## config.mk

```make
export PLATFORM = sky130hd
export DESIGN_NAME = stream_rr_arbiter
export DESIGN_NICKNAME = d
export VERILOG_FILES = /design/src/rtl/stream_rr_arbiter.sv
export SDC_FILE = /design/constraint.sdc
export NUM_CORES = 1
export LEC_CHECK = 0
export BUFFER_PORTS_ARGS = -buffer_cell sky130_fd_sc_hd__buf_2
export CORE_UTILIZATION = 36
export CTS_CLUSTER_DIAMETER = 30
export CTS_CLUSTER_SIZE = 24
export DETAILED_ROUTE_END_ITERATION = 10
export GPL_TIMING_DRIVEN = 0
export PLACE_DENSITY_LB_ADDON = 0.2
export SLEW_MARGIN = 10
export SYNTH_ARGS = -nofsm -noshare
export SYNTH_HDL_FRONTEND = slang
export SYNTH_SLANG_ARGS = --single-unit
```

## constraint.sdc

```tcl
create_clock -name aclk -period 1.6 [get_ports aclk]
set_clock_uncertainty 0.05 [all_clocks]
set_input_delay 0.08 -clock aclk [delete_from_list [all_inputs] [get_ports aclk]]
set_output_delay 0.08 -clock aclk [all_outputs]
set_load 0.005 [all_outputs]
```

## src/rtl/stream_rr_arbiter.sv

```systemverilog
// Packet-level round-robin arbiter for AXI-Stream: one grant per packet, held until the
// tlast beat is accepted, with a single registered output stage running at full rate.
module stream_rr_arbiter #(
    parameter int n_in = 4,
    parameter int nb   = 40,
    parameter int iw   = (n_in > 1) ? $clog2(n_in) : 1
) (
    input  logic                 aclk,
    input  logic                 aresetn,
    input  logic [n_in*nb-1:0]   in_tdata,
    input  logic [n_in-1:0]      in_tvalid,
    input  logic [n_in-1:0]      in_tlast,
    output logic [n_in-1:0]      in_tready,
    output logic [nb-1:0]        out_tdata,
    output logic                 out_tlast,
    output logic                 out_tvalid,
    input  logic                 out_tready,
    output logic [iw-1:0]        grant_id,
    output logic                 busy
);

    typedef enum logic [0:0] {
        IDLE = 1'b0,
        LOCK = 1'b1
    } state_t;

    localparam logic [iw-1:0] last_idx_c = iw'(n_in - 1);

    state_t            state_r;
    logic [iw-1:0]     last_grant_r;
    logic [iw-1:0]     grant_id_r;
    logic [nb-1:0]     out_tdata_r;
    logic              out_tlast_r;
    logic              out_tvalid_r;

    logic [iw-1:0]     winner_hi_s;
    logic [iw-1:0]     winner_lo_s;
    logic [iw-1:0]     winner_s;
    logic              found_hi_s;
    logic              found_lo_s;
    logic              any_valid_s;
    logic [nb-1:0]     sel_tdata_s;
    logic              sel_tvalid_s;
    logic              sel_tlast_s;
    logic              can_load_s;
    logic              beat_acc_s;
    logic [n_in-1:0]   in_tready_s;

    // Rotating priority: first valid index above last_grant, otherwise lowest valid index.
    always_comb begin
        winner_hi_s = '0;
        winner_lo_s = '0;
        found_hi_s  = 1'b0;
        found_lo_s  = 1'b0;
        for (int i = 0; i < n_in; i++) begin
            winner_hi_s = (!found_hi_s && in_tvalid[i] && (i[iw-1:0] > last_grant_r))
                          ? i[iw-1:0] : winner_hi_s;
            found_hi_s  = found_hi_s | (in_tvalid[i] & (i[iw-1:0] > last_grant_r));
            winner_lo_s = (!found_lo_s && in_tvalid[i]) ? i[iw-1:0] : winner_lo_s;
            found_lo_s  = found_lo_s | in_tvalid[i];
        end
        winner_s    = found_hi_s ? winner_hi_s : winner_lo_s;
        any_valid_s = found_lo_s;
    end

    // Route the granted requester's beat and build the one-hot ready.
    always_comb begin
        sel_tdata_s  = '0;
        sel_tvalid_s = 1'b0;
        sel_tlast_s  = 1'b0;
        in_tready_s  = '0;
        can_load_s   = ~out_tvalid_r | out_tready;
        for (int i = 0; i < n_in; i++) begin
            sel_tdata_s    = (grant_id_r == i[iw-1:0]) ? in_tdata[i*nb +: nb] : sel_tdata_s;
            sel_tvalid_s   = (grant_id_r == i[iw-1:0]) ? in_tvalid[i] : sel_tvalid_s;
            sel_tlast_s    = (grant_id_r == i[iw-1:0]) ? in_tlast[i] : sel_tlast_s;
            in_tready_s[i] = (state_r == LOCK) && (grant_id_r == i[iw-1:0]) && can_load_s;
        end
        beat_acc_s = (state_r == LOCK) & sel_tvalid_s & can_load_s;
    end

    // Arbitration FSM: grant on any request in IDLE, release after the tlast beat is taken.
    always_ff @(posedge aclk) begin
        if (!aresetn) begin
            state_r      <= IDLE;
            last_grant_r <= last_idx_c;
            grant_id_r   <= '0;
        end else begin
            case (state_r)
                IDLE: begin
                    if (any_valid_s) begin
                        grant_id_r <= winner_s;
                        state_r    <= LOCK;
                    end else begin
                        state_r    <= IDLE;
                    end
                end
                LOCK: begin
                    if (beat_acc_s && sel_tlast_s) begin
                        state_r      <= IDLE;
                        last_grant_r <= grant_id_r;
                    end else begin
                        state_r      <= LOCK;
                    end
                end
                default: begin
                    state_r <= IDLE;
                end
            endcase
        end
    end

    // Output register: load on accept, drain on downstream ready, otherwise hold.
    always_ff @(posedge aclk) begin
        if (!aresetn) begin
            out_tdata_r  <= '0;
            out_tlast_r  <= 1'b0;
            out_tvalid_r <= 1'b0;
        end else if (beat_acc_s) begin
            out_tdata_r  <= sel_tdata_s;
            out_tlast_r  <= sel_tlast_s;
            out_tvalid_r <= 1'b1;
        end else if (out_tready) begin
            out_tvalid_r <= 1'b0;
        end else begin
            out_tvalid_r <= out_tvalid_r;
        end
    end

    assign in_tready  = in_tready_s;
    assign out_tdata  = out_tdata_r;
    assign out_tlast  = out_tlast_r;
    assign out_tvalid = out_tvalid_r;
    assign grant_id   = grant_id_r;
    assign busy       = (state_r == LOCK);

endmodule

```

==> flow_summary.rst, run 1 <==
.. list-table::
   :header-rows: 1

   * - Metric
     - Value
   * - Status
     - complete, but fails checks
   * - Violated checks
     - design-rule violations, negative setup slack
   * - Starting utilization of the core area
     - 0.371
   * - FFs w/ async S/R, synth
     - 0
   * - Synthesized cell area
     - about 2900 sq um
   * - Final setup slack of the worst path
     - -0.171 ns
   * - Switching power total
     - 0.980 mW
   * - Clock Sink Count
     - 47
   * - Instance area at placement
     - 4080 sq um
   * - Cell Pwr Density
     - 738 nW/um^2
   * - Initial drt markers
     - 72
   * - Startpoint type of the worst setup path
     - flop
   * - Fill count
     - 742
   * - Highest achievable clock rate
     - 0.565 GHz
   * - Count of final hold-check violations
     - 0
   * - DRT antenna net count
     - 0
   * - Wire length of the first global-routing pass
     - 14.2 mm
   * - Deepest level of the CTS H-tree
     - 2
   * - Critical Path Sink Type
     - flop
   * - Portion of the post-synthesis area used by sequential elements
     - 0.330
   * - Reg2Reg Launch Point
     - grant_id[0]
   * - Endpoint of the worst-slack reg-to-reg timing path
     - out_tdata[26]
   * - Internal power contribution
     - 2.37 mW
   * - Number of buffers created by CTS
     - 5
   * - Net count of the finished layout
     - 679
   * - Detailed placement HPWL
     - 7.08 mm
   * - Root Buffer
     - clkbuf_8
   * - Number of pins exceeding their max-slew limit in the final report
     - 0
   * - Total track usage
     - 0.217
   * - Detailed-route via count
     - 3,069
   * - Post-layout util
     - 0.591
   * - TritonCTS clock tree
     - yes
   * - Setup repair after global routing missed its margin
     - yes
   * - Area of the core
     - approximately 7700 sq um
   * - Met1 Wirelength
     - 3.75 mm
   * - Antenna violations before repair
     - 0
   * - Share of power burned in the clock network
     - 0.238
   * - Met2 wire length
     - 4.73 mm
   * - Maximum VDD drop
     - around 0.00032 V
   * - Die extent in y
     - ~90 um
   * - Number of synthesized flops with an enable pin
     - 0
   * - Remaining routing DRC violations
     - 1
   * - Leakage component of the power
     - 2.12 nW
   * - Number of global-route vias before repair
     - ~3,000
   * - Mean routed wirelength per cell
     - between 15 and 20 um
   * - I/O Buffers
     - 218
   * - Post-detailed-route via-to-cell ratio
     - 5.02
   * - Number of synthesis warnings
     - 0
   * - #FFs+latches synth
     - 47
   * - Class of the most critical hold timing path
     - input pin to flop
   * - Min-Delay Path Depth
     - 2
   * - Routed wl met3
     - roughly 570 um
   * - Slew at the pin with the worst max-slew slack
     - 0.461 ns
   * - Post-Syn Instances
     - 273
   * - R2r worst-path depth
     - 6
   * - RePlAce Congestion
     - around 0.73
   * - Synthesized area per cell
     - 10.4 sq um
   * - Setup violations, final
     - 44
   * - Detailed Routing Iterations Pass 1
     - 8
   * - Clock latency on the worst-skew pair
     - 0.30 ns
   * - Post-route standard cell area excluding fillers
     - 4540 sq um
   * - CP Max Fanout
     - 8
   * - Source of the worst hold timing path
     - aresetn
   * - Final period demand of the worst path
     - 1.77 ns
   * - Dominant synthesized flop cell
     - dfxtp_1
   * - Area enclosed by the die boundary
     - 8280 sq um
   * - Grt ovf
     - 0
   * - Part of the cycle the worst path needs
     - 1.11
   * - Arrival @ worst endpoint
     - between 1.5 and 2 ns
   * - Crit Path Category
     - flop to flop
   * - Relative area change from synthesis to final layout
     - 59.4%
   * - Net switching share of the total power
     - 0.292
   * - Clock-pin transition on the worst setup and hold timing paths
     - about 0.090 ns
   * - Share of power burned in combinational logic
     - 0.369
   * - Wirelength, routed
     - 9.18 mm
   * - Worst reg2reg setup slack
     - -0.17 ns
   * - Highest Signal Layer
     - met4
   * - Die X-Extent
     - between 90 and 100 um
   * - Sink of the worst hold path
     - last_grant_r[1]
   * - Ant. Diodes
     - 0
   * - Maximum number of pins on one net before global-route repair
     - 14
   * - Floorplan row count
     - 32
   * - Data required time at the worst endpoint
     - 1.75 ns
   * - Yosys cell types
     - 25
   * - Bufs on Longest Clock Path
     - 2
   * - Syn Nets
     - approximately 440
   * - Part of the power in registers
     - 0.394
   * - Share of cells above drive strength 1
     - 0.674
   * - Slew HR
     - 0.693
   * - Top Ports
     - 220
   * - Max cap viols
     - 0
==> cells in the final DEF, fill, tap and decap left out, types with 5 or more instances in the layout <==
cell,count
clkbuf_1,6
nand2_4,7
mux4_2,42
clkbuf_8,7
nor2_1,5
buf_6,7
nand2_2,28
a21boi_1,34
nand2_1,50
a21boi_2,6
dfxtp_1,45
buf_2,218
buf_4,13
==> state kept, by name, indices dropped and copies added (netlist names) <==
name	flops
last_grant_r	2
out_tlast	1
busy	1
out_tdata	40
out_tvalid	1
grant_id	2
==> power by group through the flow <==
stage,Sequential (mW),Clock [mW],Combinational [mW]
2_1_floorplan,1.34,0,0.616
3_3_place_gp,1.33,0,1.02
3_5_place_dp,1.34,0,1.04
4_1_cts,1.31,0.818,1.19
5_1_grt,1.33,0.870,1.34
6_report,1.32,0.796,1.24
==> logic make-up after synthesis <==
kind of cell           share of synthesized area
AOI/OAI and AO/OA                          0.132
muxes                                      0.335
DFF                                        0.330
and+or+nand+nor                            0.148
buffers and inverters                     0.0540
==> worst max path at each step <==
stage	cells after the start	from	slack [ns]	to
after floorplan	7	grant_id[0]	-0.09	out_tdata[23]
after global placement	5	grant_id[1]	-0.26	out_tdata[10]
after detailed placement	5	grant_id[1]	-0.25	out_tdata[39]
after CTS	6	grant_id[0]	-0.15	last_grant_r[1]
after global routing	6	grant_id[0]	-0.23	out_tdata[36]
final	6	grant_id[0]	-0.17	out_tdata[26]
==> cell usage after synthesis (2+ instances only) <==
master	count	area, sq um
clkbuf_1	9	33.8
a21oi_1	2	10.0
a21boi_1	40	300
nand2_1	85	319
nor2_1	5	18.8
o21ai_0	4	20.0
o211ai_1	2	15.0
inv_1	2	7.51
mux4_2	42	946
nand3_1	3	15.0
buf_2	9	45.0
a21boi_0	3	22.5
dfxtp_1	47	941
nor3_1	2	10.0
buf_6	5	56.3
nand2b_1	4	25.0
==> layer usage <==
metal / up-vias / track usage
met1: 1460 / 0.262
met5: - / 0
met2: 135 / 0.393
met4: 0 / 0.0608
li1: 1463 / -
met3: 11 / 0.0419
==> area by class of cell <==
| cell class | count | area (sq um) | share of cell area |
|---|---|---|---|
| Timing Repair Buffer | 231 | 1270 | 0.280 |
| Inverter | 2 | 7.51 | 0.00165 |
| Multi-Input combinational cell | 199 | 1910 | 0.421 |
| Clock buffer | 8 | 100 | 0.0220 |
| Buffer | 22 | 181 | 0.0399 |
| Tap cell | 102 | 128 | 0.0281 |
| Sequential cell | 47 | 946 | 0.208 |
==> worst max-delay path: stages, from the launching register on <==
cell,delay [ns]
dfxtp_4,0.38
buf_12,0.10
mux4_2,0.55
and3_4,0.28
clkbuf_16,0.20
nand2_2,0.06
a21boi_1,0.05
==> per-stage QoR <==
step,setup TNS (ns),total power [mW],instances,setup WS [ns],hold slack (ns)
2_1_floorplan,-3.74,1.96,273,-0.0934,0.224
3_3_place_gp,-9.19,2.36,593,-0.256,0.348
3_5_place_dp,-9.32,2.38,593,-0.249,0.369
4_1_cts,-5.28,3.32,611,-0.148,0.0460
5_1_grt,-8.60,3.54,611,-0.233,0.0922
6_report,-5.87,3.35,611,-0.171,0.0652
==> timing repair <==
item | CTS | global route
pin swaps | 0 | 1
endpoints found under the setup margin | 48 | 48
hold buffers | 0 | 0
resized for setup | 50 | 28
setup buffers | 7 | 1
cloned | 4 | 1
Power figures use the tool's default switching activity.
==> inputs of run 2 (changes only) <==
Settings changed: REMOVE_ABC_BUFFERS set to 1.
==> flow_summary.rst, run 2 (synthesis results as in run 1) <==
.. list-table::
   :header-rows: 1

   * - Metric
     - Value
   * - Status
     - complete, but fails checks (unchanged)
   * - Violated checks
     - negative setup slack (was design-rule violations, negative setup slack)
   * - Maximum number of pins on one net before global-route repair
     - 48 (was 14)
   * - Setup repair after global routing missed its margin
     - yes (unchanged)
   * - Count of final hold-check violations
     - 0 (unchanged)
   * - Bufs and invs on worst path
     - 2 (unchanged)
   * - Ant. Diodes
     - 0 (unchanged)
   * - Net count of the finished layout
     - 672 (was 679)
   * - Setup violations, final
     - 44 (unchanged)
   * - Detailed Routing Iterations Pass 1
     - 4 (was 8)
   * - Clock-pin transition on the worst setup and hold timing paths
     - 0.09 ns (about the same)
   * - Internal power contribution
     - 2.47 mW (was 2.37 mW)
   * - Number of flip-flops in the largest register
     - 40 (unchanged)
   * - Part of the cycle the worst path needs
     - 1.10 (was 1.11)
   * - Post-route standard cell area excluding fillers
     - 4550 sq um (was 4540 sq um)
   * - Antenna violations before repair
     - 0 (unchanged)
   * - Final period demand of the worst path
     - 1.76 ns (was 1.77 ns)
   * - Number of buffers created by CTS
     - 5 (unchanged)
   * - Crit Path Category
     - flop to flop (unchanged)
   * - Net switching share of the total power
     - 0.292 (about the same)
   * - Bufs on Longest Clock Path
     - 2 (unchanged)
   * - Post-detailed-route via-to-cell ratio
     - 5.14 (was 5.02)
   * - Relative area change from synthesis to final layout
     - 59.7% (was 59.4%)
   * - Arrival @ worst endpoint
     - 1.90 ns (was 1.92 ns)
   * - Final setup slack of the worst path
     - -0.160 ns (was -0.171 ns)
   * - RePlAce Congestion
     - 0.767 (was 0.727)
   * - Mean routed wirelength per cell
     - 17.0 um (was 15.0 um)
   * - Largest delay share family, worst path
     - multiplexers (unchanged)
   * - Cell Pwr Density
     - 765 nW/um^2 (was 738 nW/um^2)
   * - Slew HR
     - 0.519 (was 0.693)
   * - Highest achievable clock rate
     - 0.568 GHz (was 0.565 GHz)
   * - CP Max Fanout
     - 5 (was 8)
   * - Remaining routing DRC violations
     - 0 (was 1)
   * - Sequential cell area
     - 952 sq um (was 946 sq um)
   * - Maximum VDD drop
     - 0.000325 V (was 0.000321 V)
   * - Share of power burned in combinational logic
     - 0.356 (was 0.369)
   * - Class of the most critical hold timing path
     - input pin to flop (unchanged)
   * - Detailed-route via count
     - 3,107 (was 3,069)
   * - Detailed placement HPWL
     - 6.20 mm (was 7.08 mm)
   * - Critical-path cell with the highest stage delay
     - mux4_2 (unchanged)
   * - Wire length of the first global-routing pass
     - 15.8 mm (was 14.2 mm)
   * - Die extent in y
     - 91.0 um (unchanged)
   * - Slew at the pin with the worst max-slew slack
     - 0.721 ns (was 0.461 ns)
   * - Root Buffer
     - clkbuf_8 (unchanged)
   * - Area occupied by multi-input gates
     - 2060 sq um (was 1910 sq um)
   * - DRT antenna net count
     - 0 (unchanged)
   * - Leading cell type in the layout, fill and taps excluded
     - buf_2 (unchanged)
   * - Max cap viols
     - 0 (unchanged)
   * - Fill count
     - 715 (was 742)
   * - Clock Sink Count
     - 47 (unchanged)
   * - Instance area at placement
     - 3970 sq um (was 4080 sq um)
   * - Area of the core
     - 7690 sq um (unchanged)
   * - Area enclosed by the die boundary
     - 8280 sq um (unchanged)
   * - Critical Path Sink Type
     - flop (unchanged)
   * - Number of pins exceeding their max-slew limit in the final report
     - 0 (unchanged)
   * - Series of cell instances along the critical path
     - buf_16, buf_6, mux4_2, and3_4, nand2_2, a21boi_2 (was buf_12, mux4_2, and3_4, clkbuf_16, nand2_2, a21boi_1)
   * - Initial drt markers
     - 76 (was 72)
   * - Number of global-route vias before repair
     - 3,018 (was 2,987)
   * - Share of power burned in the clock network
     - 0.260 (was 0.238)
   * - Total track usage
     - 0.250 (was 0.217)
   * - TritonCTS clock tree
     - yes (unchanged)
   * - Wirelength, routed
     - 10.3 mm (was 9.18 mm)
   * - Hold buffer count at CTS
     - 0 (unchanged)
   * - Starting utilization of the core area
     - 0.371 (unchanged)
   * - Share of cells above drive strength 1
     - 0.665 (was 0.674)
   * - Startpoint type of the worst setup path
     - flop (unchanged)
   * - Part of the power in registers
     - 0.383 (was 0.394)
   * - Leakage component of the power
     - 2.04 nW (was 2.12 nW)
   * - I/O Buffers
     - 219 (was 218)
   * - Data required time at the worst endpoint
     - 1.74 ns (was 1.75 ns)
   * - Floorplan row count
     - 32 (unchanged)
   * - Die X-Extent
     - 91.0 um (unchanged)
   * - Switching power total
     - 1.02 mW (was 0.980 mW)
   * - Deepest level of the CTS H-tree
     - 2 (unchanged)
   * - Most used cells in the layout excluding fill and tap cells
     - buf_2 (219), nand2_1 (62), mux4_2 (44), dfxtp_1 (44), a21boi_1 (33) (was buf_2 (218), nand2_1 (50), dfxtp_1 (45))
   * - Grt ovf
     - 0 (unchanged)
   * - Clock latency on the worst-skew pair
     - 0.30 ns (about the same)
   * - DP Worst Slack
     - -0.908 ns (was -0.249 ns)
   * - Top Ports
     - 220 (unchanged)
   * - Peak per-stage delay on the critical path
     - 0.60 ns (was 0.55 ns)
## run 2: changes by cell type in the layout (fill, tap and decap cells not counted), sizes merged, moves of 2 or more
cell	change
buf	-13
clkbuf	-11
and3	+6
nand3	+6
mux4	+2
## run 2: power groups by stage
stage | combinational, mW | clock [mW] | sequential (mW)
floorplan | 0.477 | 0 | 1.42
global placement | 0.868 | 0 | 1.44
detailed placement | 0.942 | 0 | 1.38
CTS | 1.21 | 0.925 | 1.33
global route | 1.34 | 0.988 | 1.35
finish | 1.24 | 0.907 | 1.34
## run 2: layout make-up
type	count	area share
inverters	2	0.00165
clock inverters	2	0.00770
clock buffers	6	0.0181
flip-flops and latches	47	0.209
repair buffers	232	0.282
well taps	102	0.0280
multi-input cells	213	0.453
## run 2: path summary, 6_finish.rpt
check | from | endpoint | slack (ns) | cells after the start
setup / recovery | grant_id[0] | out_tdata[31] | -0.16 | 6
hold / removal | in_tvalid[2] | grant_id[0] | 0.14 | 4
setup reg to reg | grant_id[0] | out_tdata[31] | -0.16 | 6
hold reg to reg | out_tdata[26] | out_tdata[26] | 0.40 | 2
## run 2: worst min-delay path: stages
cell,delay (ns)
buf_2,0.16
nor2_1,0.05
nor2_1,0.08
a21oi_1,0.07
## run 2: routing by layer
metal,track usage,vias to the layer above,wire length (um)
met5,0,-,0
met4,0.0569,0,61
met3,0.0519,4,676
met2,0.455,130,5380
met1,0.304,1492,4170
li1,-,1481,-
## run 2: repair_timing
action,in CTS,in global routing
resized for setup,29,28
endpoints found under the setup margin,48,49
buffers inserted,10,0
cloned,15,0
pin swaps,3,8
## run 2: stage by stage
step	std cells	TNS [ns]	utilization	total power, mW	hold WS (ns)
floorplan	248	-92.52	-	1.90	0.0919
global placement	569	-141.63	0.511	2.30	0.388
detailed placement	571	-37.73	0.517	2.32	0.386
CTS	604	-5.68	0.580	3.47	0.122
global route	604	-7.51	0.592	3.68	0.125
finish	604	-5.39	0.592	3.48	0.137
==> inputs of run 3 (changes only) <==
Settings changed: CORE_AREA set to 2 2 85 87, CORE_UTILIZATION 36 to not set, DIE_AREA set to 0 0 87 89.
Clock period 1.6 ns to 2.3 ns, I/O delays scaled along.
==> flow_summary.rst, run 3 (synthesis results as in run 1) <==
.. list-table::
   :header-rows: 1

   * - Metric
     - Value
   * - DRT antenna net count
     - 0 (unchanged)
   * - Setup repair after global routing missed its margin
     - no (was yes)
   * - Critical Path Sink Type
     - flop (unchanged)
   * - Part of the power in registers
     - 0.436 (was 0.383)
   * - Bufs and invs on worst path
     - 1 (was 2)
   * - CP Max Fanout
     - 41 (was 5)
   * - Instance area at placement
     - 3930 sq um (was 3970 sq um)
   * - Arrival @ worst endpoint
     - 2.21 ns (was 1.90 ns)
   * - Slew at the pin with the worst max-slew slack
     - 0.686 ns (was 0.721 ns)
   * - Detailed placement HPWL
     - 6.26 mm (was 6.20 mm)
   * - Deepest level of the CTS H-tree
     - 2 (unchanged)
   * - Post-layout util
     - 0.608 (was 0.592)
   * - Leading cell type in the layout, fill and taps excluded
     - buf_2 (unchanged)
   * - Detailed-route via count
     - 2,888 (was 3,107)
   * - Area of the core
     - 6720 sq um (was 7690 sq um)
   * - Wire length of the first global-routing pass
     - 12.6 mm (was 15.8 mm)
   * - Clock-pin transition on the worst setup and hold timing paths
     - 0.08 ns (was 0.09 ns)
   * - Slew HR
     - 0.542 (was 0.519)
   * - I/O Buffers
     - 219 (unchanged)
   * - Share of cells above drive strength 1
     - 0.575 (was 0.665)
   * - Area occupied by multi-input gates
     - 1770 sq um (was 2060 sq um)
   * - RePlAce Congestion
     - 0.732 (was 0.767)
   * - Class of the most critical hold timing path
     - input pin to flop (unchanged)
   * - Switching power total
     - 0.601 mW (was 1.02 mW)
   * - Die X-Extent
     - 87 um (was 91.0 um)
   * - Leakage component of the power
     - 1.88 nW (was 2.04 nW)
   * - Setup violations, final
     - 0 (was 44)
   * - Top Ports
     - 220 (unchanged)
   * - Detailed Routing Iterations Pass 1
     - 4 (unchanged)
   * - Area enclosed by the die boundary
     - 7740 sq um (was 8280 sq um)
   * - Startpoint type of the worst setup path
     - flop (unchanged)
   * - Root Buffer
     - clkbuf_8 (unchanged)
   * - Share of power burned in combinational logic
     - 0.314 (was 0.356)
   * - Remaining routing DRC violations
     - 0 (unchanged)
   * - Die extent in y
     - 89 um (was 91.0 um)
   * - Grt ovf
     - 0 (unchanged)
   * - Clock latency on the worst-skew pair
     - 0.29 ns (was 0.30 ns)
   * - Maximum number of pins on one net before global-route repair
     - 48 (unchanged)
   * - Ant. Diodes
     - 0 (unchanged)
   * - Clock Sink Count
     - 47 (unchanged)
   * - Status
     - finished clean (was complete, but fails checks)
   * - Data required time at the worst endpoint
     - 2.47 ns (was 1.74 ns)
   * - Maximum VDD drop
     - 0.000255 V (was 0.000325 V)
   * - Number of buffers created by CTS
     - 5 (unchanged)
   * - Max cap viols
     - 0 (unchanged)
   * - Total track usage
     - 0.209 (was 0.250)
   * - Fill count
     - 608 (was 715)
   * - Series of cell instances along the critical path
     - buf_12, mux4_2, nand3_4, nand2_1, a21boi_1 (was buf_16, buf_6, mux4_2, and3_4, nand2_2, a21boi_2)
   * - Cell Pwr Density
     - 527 nW/um^2 (was 765 nW/um^2)
   * - Number of global-route vias before repair
     - 2,730 (was 3,018)
   * - Crit Path Category
     - flop to flop (unchanged)
   * - Highest achievable clock rate
     - 0.490 GHz (was 0.568 GHz)
   * - Peak per-stage delay on the critical path
     - 0.54 ns (was 0.60 ns)
   * - TritonCTS clock tree
     - yes (unchanged)
   * - Floorplan row count
     - 30 (was 32)
   * - Relative area change from synthesis to final layout
     - 43.3% (was 59.7%)
   * - Initial drt markers
     - 59 (was 76)
   * - Wirelength, routed
     - 8.54 mm (was 10.3 mm)
   * - Number of flip-flops in the largest register
     - 40 (unchanged)
   * - Post-route standard cell area excluding fillers
     - 4090 sq um (was 4550 sq um)
   * - Count of final hold-check violations
     - 0 (unchanged)
   * - Antenna violations before repair
     - 0 (unchanged)
   * - Critical-path cell with the highest stage delay
     - dfxtp_2 (was mux4_2)
   * - Hold buffer count at CTS
     - 0 (unchanged)
   * - Final period demand of the worst path
     - 2.04 ns (was 1.76 ns)
   * - Most used cells in the layout excluding fill and tap cells
     - buf_2 (219), nand2_1 (85), dfxtp_1 (45) (was buf_2 (219), nand2_1 (62), mux4_2 (44), dfxtp_1 (44), a21boi_1 (33))
   * - Starting utilization of the core area
     - 0.424 (was 0.371)
   * - Post-detailed-route via-to-cell ratio
     - 5.18 (was 5.14)
   * - Internal power contribution
     - 1.55 mW (was 2.47 mW)
   * - Sequential cell area
     - 946 sq um (was 952 sq um)
   * - Number of pins exceeding their max-slew limit in the final report
     - 0 (unchanged)
   * - Total power of the final layout
     - 2.15 mW (was 3.48 mW)
   * - Part of the cycle the worst path needs
     - 0.888 (was 1.10)
   * - Net count of the finished layout
     - 648 (was 672)
   * - Largest delay share family, worst path
     - flip-flops (was multiplexers)
   * - Share of power burned in the clock network
     - 0.250 (was 0.260)
   * - Bufs on Longest Clock Path
     - 2 (unchanged)
   * - Mean routed wirelength per cell
     - 15.3 um (was 17.0 um)
   * - Net switching share of the total power
     - 0.279 (was 0.292)
==> run 3: worst register-to-register path, stage by stage, from the launching register on <==
cell	delay, ns
dfxtp_2	0.54
buf_12	0.27
mux4_2	0.42
nand3_4	0.41
nand2_1	0.12
a21boi_1	0.17
==> run 3: area by class of cell <==
cell class | count | area share
Clock buffer | 8 | 0.0245
Inverter | 2 | 0.00184
Multi-Input combinational cell | 199 | 0.433
Timing Repair Buffer | 222 | 0.285
Sequential cell | 47 | 0.232
Tap cell | 80 | 0.0245
==> run 3: repair_timing <==
item / 4_1_cts / 5_1_grt
buffers inserted: 2 / 0
pin swaps: 0 / 0
gates resized for setup: 1 / 1
endpoints found under the hold margin: 0 / 0
setup endpoints to repair: 42 / 40
==> run 3: final timing paths <==
check,from,endpoint,slack (ns),cells after the start
worst min-delay path,in_tvalid[0],grant_id[0],0.13,4
worst max register to register,grant_id[1],out_tdata[29],0.26,5
worst max-delay path,grant_id[1],out_tdata[29],0.26,5
worst min register to register,out_tdata[21],out_tdata[21],0.40,2
==> run 3: metal layers <==
metal	up-vias	wire length, um	GRT usage
met5	-	0	0
met2	142	4520	0.397
met1	1341	3180	0.233
li1	1397	-	-
met3	8	728	0.0517
met4	0	107	0.0526
==> run 3: through the flow <==
step                TNS [ns]  hold WS [ns]  instances  setup slack, ns
floorplan             -57.14         0.127        248            -1.31
global placement      -98.78         0.388        547            -2.24
detailed placement    -12.81         0.392        548           -0.364
CTS                        0         0.123        558           0.0152
global route               0         0.161        558           0.0917
finish                     0         0.127        558            0.258
==> run 3: power by group through the flow <==
stage | clock network [mW] | logic [mW] | registers [mW]
after floorplan | 0 | 0.332 | 0.990
after global placement | 0 | 0.604 | 0.997
after detailed placement | 0 | 0.618 | 0.989
after CTS | 0.550 | 0.684 | 0.940
after global routing | 0.594 | 0.741 | 0.951
final | 0.538 | 0.675 | 0.939
